===== config.mk =====
export PLATFORM = sky130hd
export DESIGN_NAME = even_div_ctrl
export DESIGN_NICKNAME = d
export VERILOG_FILES = /design/src/rtl/even_div_pkg.sv /design/src/rtl/div_half_cnt.sv /design/src/rtl/even_div_ctrl.sv
export SDC_FILE = /design/constraint.sdc
export NUM_CORES = 1
export LEC_CHECK = 0
export ABC_AREA = 1
export BUFFER_PORTS_ARGS = -buffer_cell sky130_fd_sc_hd__buf_2
export CORE_MARGIN = 2
export CORE_UTILIZATION = 55
export DETAILED_ROUTE_END_ITERATION = 8
export HOLD_SLACK_MARGIN = 0.03
export PLACE_DENSITY_LB_ADDON = 0.1
export SYNTH_ARGS = -nofsm -noshare
export SYNTH_HDL_FRONTEND = slang
export SYNTH_SLANG_ARGS = --single-unit

===== constraint.sdc =====
create_clock -name clk -period 2.82 [get_ports clk]
set_input_delay 0.423 -clock clk [delete_from_list [all_inputs] [get_ports clk]]
set_output_delay 0.423 -clock clk [all_outputs]
set_load 0.005 [all_outputs]

===== src/rtl/even_div_pkg.sv =====
// Shared types and helpers for the runtime-programmable even clock divider.
package even_div_pkg;

    localparam int CNT_W_DEFAULT = 8;

    typedef enum logic [1:0] {
        OFF  = 2'd0,
        RUN  = 2'd1,
        PEND = 2'd2,
        STOP = 2'd3
    } div_state_t;

    // Half-period count for an even divide ratio.
    function automatic int half_of(input int div);
        return div / 2;
    endfunction

endpackage


===== src/rtl/div_half_cnt.sv =====
// Half-period counter and divided-clock toggle register for the even divider.
// Produces a 50% duty clk_out with 'half' clk cycles per phase and flags the
// last cycle of each full period.
module div_half_cnt
    import even_div_pkg::*;
#(
    parameter int CNT_W = CNT_W_DEFAULT
) (
    input  logic             clk,
    input  logic             rstn,
    input  logic             run,
    input  logic             load,
    input  logic [CNT_W-1:0] half,
    output logic [CNT_W-1:0] cnt,
    output logic             clk_out,
    output logic             pe
);

    logic last;

    assign last = (cnt == (half - CNT_W'(1)));
    assign pe   = run && clk_out && last;

    // Count through each half period and toggle clk_out on its last cycle; load parks both at zero.
    always_ff @(posedge clk) begin
        if (!rstn) begin
            cnt     <= '0;
            clk_out <= 1'b0;
        end else if (load) begin
            cnt     <= '0;
            clk_out <= 1'b0;
        end else if (run) begin
            if (last) begin
                cnt     <= '0;
                clk_out <= ~clk_out;
            end else begin
                cnt <= cnt + CNT_W'(1);
            end
        end
    end

endmodule


===== src/rtl/even_div_ctrl.sv =====
// Controller for the even clock divider: accepts new half-period values over a
// valid/ready handshake and applies them only on full-period boundaries, and
// sequences enable/disable so clk_out never shows a runt phase.
module even_div_ctrl
    import even_div_pkg::*;
#(
    parameter int CNT_W       = CNT_W_DEFAULT,
    parameter int DEFAULT_DIV = 10
) (
    input  logic             clk,
    input  logic             rstn,
    input  logic             en,
    input  logic             cfg_valid,
    input  logic [CNT_W-1:0] cfg_half,
    output logic             cfg_ready,
    output logic             clk_out,
    output logic             busy,
    output logic [CNT_W-1:0] cur_half,
    output logic             period_tick,
    output logic             switch_done,
    output logic             err
);

    localparam logic [CNT_W-1:0] RESET_HALF = CNT_W'(half_of(DEFAULT_DIV));

    div_state_t       state_q, state_d;
    logic [CNT_W-1:0] cur_half_q, cur_half_d;
    logic [CNT_W-1:0] pend_half_q, pend_half_d;
    logic             err_q, err_d;
    logic             switch_done_q, switch_done_d;

    logic             run;
    logic             load;
    logic             pe;
    logic             accept;
    logic             cfg_zero;
    logic [CNT_W-1:0] cnt_unused;

    assign cfg_ready   = (state_q == OFF) || (state_q == RUN);
    assign accept      = cfg_valid && cfg_ready;
    assign cfg_zero    = (cfg_half == '0);
    assign run         = (state_q != OFF);
    assign busy        = (state_q != OFF);
    assign cur_half    = cur_half_q;
    assign period_tick = pe;
    assign switch_done = switch_done_q;
    assign err         = err_q;

    div_half_cnt #(
        .CNT_W (CNT_W)
    ) u_cnt (
        .clk     (clk),
        .rstn    (rstn),
        .run     (run),
        .load    (load),
        .half    (cur_half_q),
        .cnt     (cnt_unused),
        .clk_out (clk_out),
        .pe      (pe)
    );

    // State, active ratio, pending ratio and the registered pulse outputs.
    always_ff @(posedge clk) begin
        if (!rstn) begin
            state_q       <= OFF;
            cur_half_q    <= RESET_HALF;
            pend_half_q   <= '0;
            err_q         <= 1'b0;
            switch_done_q <= 1'b0;
        end else begin
            state_q       <= state_d;
            cur_half_q    <= cur_half_d;
            pend_half_q   <= pend_half_d;
            err_q         <= err_d;
            switch_done_q <= switch_done_d;
        end
    end

    // Next-state logic; a pending ratio is marked by a non-zero pend_half since zero is never legal.
    always_comb begin
        state_d       = state_q;
        cur_half_d    = cur_half_q;
        pend_half_d   = pend_half_q;
        err_d         = 1'b0;
        switch_done_d = 1'b0;
        load          = 1'b0;

        if (accept && cfg_zero) begin
            err_d = 1'b1;
        end

        case (state_q)
            OFF: begin
                if (accept && !cfg_zero) begin
                    cur_half_d = cfg_half;
                end
                if (en) begin
                    state_d = RUN;
                end
            end
            RUN: begin
                if (accept && !cfg_zero && (cfg_half != cur_half_q)) begin
                    pend_half_d = cfg_half;
                    state_d     = PEND;
                end
                if (!en) begin
                    state_d = STOP;
                end
            end
            PEND: begin
                if (pe) begin
                    cur_half_d    = pend_half_q;
                    pend_half_d   = '0;
                    load          = 1'b1;
                    switch_done_d = 1'b1;
                    state_d       = en ? RUN : STOP;
                end else if (!en) begin
                    state_d = STOP;
                end
            end
            STOP: begin
                if (pe) begin
                    load    = 1'b1;
                    state_d = OFF;
                    if (pend_half_q != '0) begin
                        cur_half_d    = pend_half_q;
                        pend_half_d   = '0;
                        switch_done_d = 1'b1;
                    end
                end
            end
            default: begin
                state_d = OFF;
            end
        endcase
    end

endmodule


Word level (Yosys, flattened, before mapping). Index checks and enable logic that the tools add are counted.

Register bits after elaboration: 29. Bits in latches: 0. RAM bits: 0. Bits in read-only memories: 0. Bits of input ports: 12. Output and inout bits: 14. Logic and storage cells: 69. Memories kept: 0.

$add $sub $neg: 2. Multiply operators: 0. Div/mod/pow operators: 0. Magnitude comparators: 0. Equality and inequality tests: 13. Shift operators: 0. Mux-type cells: 25. Bitwise logic cells: 2. Reduce and logical (&&, ||, !) cells: 20.

Operators with widths (count): 8-bit 2-to-1 mux (9); 8-bit one-hot mux with 3 select lines (2); 2-bit 2-to-1 mux (7); 5-bit AND reduction (2); 8-bit by 1-bit adder with 8-bit output (second input constant) (1); 8-bit == test (1); 8-bit logical NOT (1); 2-bit inequality test (second input constant) (4); 8-bit inequality test (1); 2-bit one-hot mux with 4 select lines (1); 8-bit nonzero test (1); 8-bit by 1-bit subtractor with 8-bit output (second input constant) (1); 1-bit logical AND (6); 3-bit nonzero test (2); 1-bit 2-to-1 mux (5); 2-bit == test (second input constant) (2); 2-bit by 1-bit inequality test with 1-bit output (second input constant) (2); 4-bit AND reduction (1); 2-bit OR reduction (2); 3-bit by 2-bit inequality test with 1-bit output (second input constant) (1); 3-bit inequality test (second input constant) (1); 2-bit by 1-bit == test with 1-bit output (second input constant) (1); 2-bit logical NOT (1); 1-bit NOT (2); 5 further kinds (5).

Depth between registers and ports, before layout.
Depth in word-level cells: 8. Depth in mapped cells: 16. Mapped depth without buffers: 16.

By module. A second synthesis with hierarchy kept.

Cells, all modules: 308. Area, all modules: 1924.3 um^2.

Modules (own cells, without submodules): even_div_ctrl (instances 1, cells each 178, area each 1141.1 um^2, sequential area each 400.4 um^2); div_half_cnt (instances 1, cells each 130, area each 783.3 um^2, sequential area each 180.2 um^2).

Worst setup path after synthesis. Ideal clock, no wire load.

Path type: reg-to-reg. Start point: reg cur_half_q[0], in the netlist cur_half[0]. End point: reg cur_half_q[1], in the netlist cur_half[1]. Library setup time: 0.115 ns. Arrival time: 2.007 ns. Required time: 2.705 ns. Setup slack: 0.698 ns. Cell stages (with the launch flop): 16. Path buffers: 1. Period minus slack after synthesis: 2.122 ns. Path through: dfxtp_1 inv_1 ha_1 nand2_1 inv_1 nor2_1 nand2_1 nor2_1 nand3_2 nor2_4 nand3_4 o21ai_4 buf_6 nand3_1 nand2_1 nor2_1.

Longest elaborated chain between the ends: 5. Elaborated cells on any way between the ends: 6. Those cells by class: add/sub (1); eq/ne (3); reduce/logical (2).

RTL lines: start, declared (line even_div_ctrl.sv:27) `logic [CNT_W-1:0] cur_half_q, cur_half_d;`; start signal, assigned (line even_div_ctrl.sv:72) `cur_half_q <= cur_half_d;`; 8-bit by 1-bit subtractor with 8-bit output (*) (line div_half_cnt.sv:21) `assign last = (cnt == (half - CNT_W'(1)));`; 8-bit == test (*) (line div_half_cnt.sv:21); 1-bit logical AND (*) (line div_half_cnt.sv:22) `assign pe = run && clk_out && last;`; 2-bit inequality test (no line); 5-bit AND reduction (no line) (*).

Mark *: on every way between the ends. The rest lies on a longest branch, timed or not. A chain may end at the register's enable or synchronous reset.

Final worst setup path.
Start point: reg cur_half_q[0], in the netlist cur_half[0]. End point: out period_tick.

Longest elaborated chain between the ends: 3.

RTL lines: 8-bit by 1-bit subtractor with 8-bit output (line div_half_cnt.sv:21); 8-bit == test (line div_half_cnt.sv:21); 1-bit logical AND (line div_half_cnt.sv:22); end, declared (line even_div_ctrl.sv:19) `output logic period_tick,`.

No other way between the ends.

==> impl_metrics.toml <==
[cells_and_area]
finalNetCount = 324
layout-drive-gt1-share_pct = 16.40
diodes = 0
synthToLayoutAreaGrowth_pct = 10.25
fin_area_sq_mm = 0.002046

[logic_synthesis]
ys_warn_count = 0
mappedNetlistArea_sq_mm = 0.001856
synth_cells = 286
seq_area_frac_synth_pct = 31.29
synth_nets = 300
ys_ff_latch = 29
yosysUniqueCellTypes = 35
syn_area_per_cell_sq_um = 6.488

[timing]
tns_ns = 0
fmax_ghz = 0.3920
hold_viol_final = 0
finalCritPeriodShare_pct = 90.47
finalCriticalPeriod_ns = 2.551
setup_viol = 0
clock_skew_ns = 0.009087
max-slew-margin-rel_pct = 69.11
tightest_slew_ns = 0.4623
grt_setup_unrepaired = "no"
slew_viol_final = 0

[floorplanning]
start_util_pct = 56.50
fp.dieW_um = 62.09
rows = 21
ios = 26
die_h_um = 62.09
core-area_sq_mm = 0.003284
dieArea_sq_mm = 0.003855

[worst_hold_path]
min_from = "cfg_valid"
hold-path-cell-count = 3
timing.hold.worst.class = "input port to flip-flop"

[drt]
drc = 0
first_iter_violations = 105
wl_um = 4101
top_layer = "met4"
viasPerCell = 5.101
vias = 1821
antenna_left = 0
firstDrtPassIters = 6
avgRoutedWirePerCell_um = 11.49
route.met3.wl_um = 210
wl_met2_um = 1874
wl_met1_um = 1956

[clocking]
cts_setup_buffers = 0
cts_htree_levels = 2
cts_root_buffer = "clkbuf_4"
cts_resized = 0
clk_pin_slew_worst_paths_ns = 0.09
clkLatencyLatePin_ns = 0.34
cts_hold_buffers = 0
cts_sinks = 29
cts_buffers = 5
cts_tree = "done"
clockBufferDepth = 2

[critical_path]
cp.required_ns = 2.40
cp_slowest_cell = "dfxtp_1"
crit_top_cell = "inv_1"
path_delay_family = "simple AND/OR/NAND/NOR gates"
cp.arrival_ns = 2.13
cp_num_cells = 12
end_kind = "primary output"
cp_slowest_stage_delay_ns = 0.39
start_kind = "flip-flop"
rr_startpoint = "cur_half[0]"
startpoint = "cur_half[0]"
r2r_cells = 15
crit_chain = "inv_1 > ha_1 > nand2_1 > inv_1 > nor2_1 > nand2_1 > nor2_1 > nand3_2 > nor2_4 > nand3_4 > inv_1 > buf_2"
critPathMaxFanout = 6
crit_buf_inv = 4
worst-setup-path-type = "flip-flop to primary output"

[global_routing]
gr-total-overflow = 0
track_usage_pct = 23.94
grt_pass1_wl_um = 6713
grt_max_degree = 19
grt_pass1_vias = 1518
antenna_found_initial = 0

[placement]
place_area_sq_mm = 0.001991
routabilityCongestion = 0.8870
hpwl_um = 3227
port_buffers = 25

[power_and_ir_drop]
power.density_mw_per_mm2 = 642.6
p_leak_nw = 0.9640
ir_drop_mv = 0.3221

[run_status]
outcome = "finished clean"

[job]
drv_cap = 0
## state kept, by name, summed over array words and instances (netlist names)
signal / flops
u_cnt.cnt: 8
pend_half_q: 8
cur_half: 8
state_q: 2
u_cnt.clk_out: 1
switch_done: 1
err: 1
## cells by family after synthesis
kind of cell             count (synthesis)  share of synthesized area (%)
AND/OR/NAND/NOR                        164                          39.72
buffers and inverters                   41                          9.911
AO/OA/AOI/OAI                           36                          11.13
flip-flops                              29                          31.29
XOR/XNOR                                14                          6.608
adder cells (fa/ha/maj)                  2                          1.348
## routing by layer
metal,up-vias,GRT usage (%)
met1,800,32.45
met5,-,0
met4,0,7.599
li1,974,-
met2,41,37.20
met3,6,6.211
## final cells by class
cell class | count | area, sq um
Timing Repair Buffer | 28 | 147.6
Clock inverter | 3 | 17.52
Multi-Input combinational cell | 216 | 1091
Sequential cell | 29 | 580.6
Clock buffer | 5 | 37.54
Fill cell | 323 | 1239
Tap cell | 46 | 57.56
Inverter | 30 | 113.9
## path summary, 6_finish.rpt
kind                            slack (ns)            end
worst max-delay path                  0.27    period_tick
worst min-delay path                  0.38            err
worst max register to register        0.36    cur_half[5]
worst min register to register        0.48  u_cnt.clk_out
## synth_stat cells (all sizes together)
cell | n | area [sq um]
o211a | 1 | 10.01
dfxtp | 29 | 580.6
ha | 2 | 25.02
buf | 6 | 47.54
o31ai | 1 | 7.510
nand3 | 34 | 192.7
nand4 | 6 | 37.54
clkinv | 2 | 8.750
nand2 | 76 | 295.3
xor2 | 9 | 78.83
o21ai | 5 | 36.28
a21boi | 1 | 7.510
a21oi | 26 | 130.1
and3 | 1 | 6.260
inv | 28 | 105.1
clkbuf | 5 | 22.52
nor2 | 39 | 161.4
nor3 | 5 | 25.02
or2 | 1 | 6.260
o211ai | 1 | 7.510
xnor2 | 5 | 43.79
o21bai | 1 | 7.510
nor4 | 2 | 12.51
## power by group
part / total [mW] / switching [mW] / internal [mW]
combinational: 0.522 / 0.316 / 0.205
sequential: 0.544 / 0.0760 / 0.468
clock: 0.249 / 0.155 / 0.0937
## worst reg2reg max path, delay by kind of cell, from the launching register on
| family | cells | cell delay (ns) |
|---|---|---|
| compound gates | 1 | 0.31 |
| flops | 1 | 0.39 |
| buf+inv | 3 | 0.43 |
| simple gates | 10 | 0.91 |
| fa+ha+maj | 1 | 0.32 |
## cell usage in the layout, fill, tap and decap left out, types with 2 or more instances in the layout
cell type,count
clkbuf_4,5
clkinv_2,3
nor2_2,3
nand2_1,72
nand3_2,2
nor3_1,5
ha_1,2
nand2_2,4
nor2_1,35
nor4_1,2
buf_4,3
nand3_1,31
inv_1,27
a21oi_1,26
xnor2_1,5
xor2_1,9
nand4_1,6
o21ai_0,3
buf_2,25
dfxtp_1,29
## through the flow
step	power, mW	hold WS, ns	setup slack, ns	utilization (%)	instances
after floorplan	0.9566	0.4541	0.6978	-	286
after global placement	1.075	0.4639	0.4438	60.61	349
after detailed placement	1.072	0.4702	0.3815	60.61	349
after CTS	1.325	0.3798	0.2292	62.29	357
after global routing	1.431	0.4007	0.04189	62.29	357
final	1.315	0.3840	0.2689	62.29	357
(Power assumes the default switching activity.)
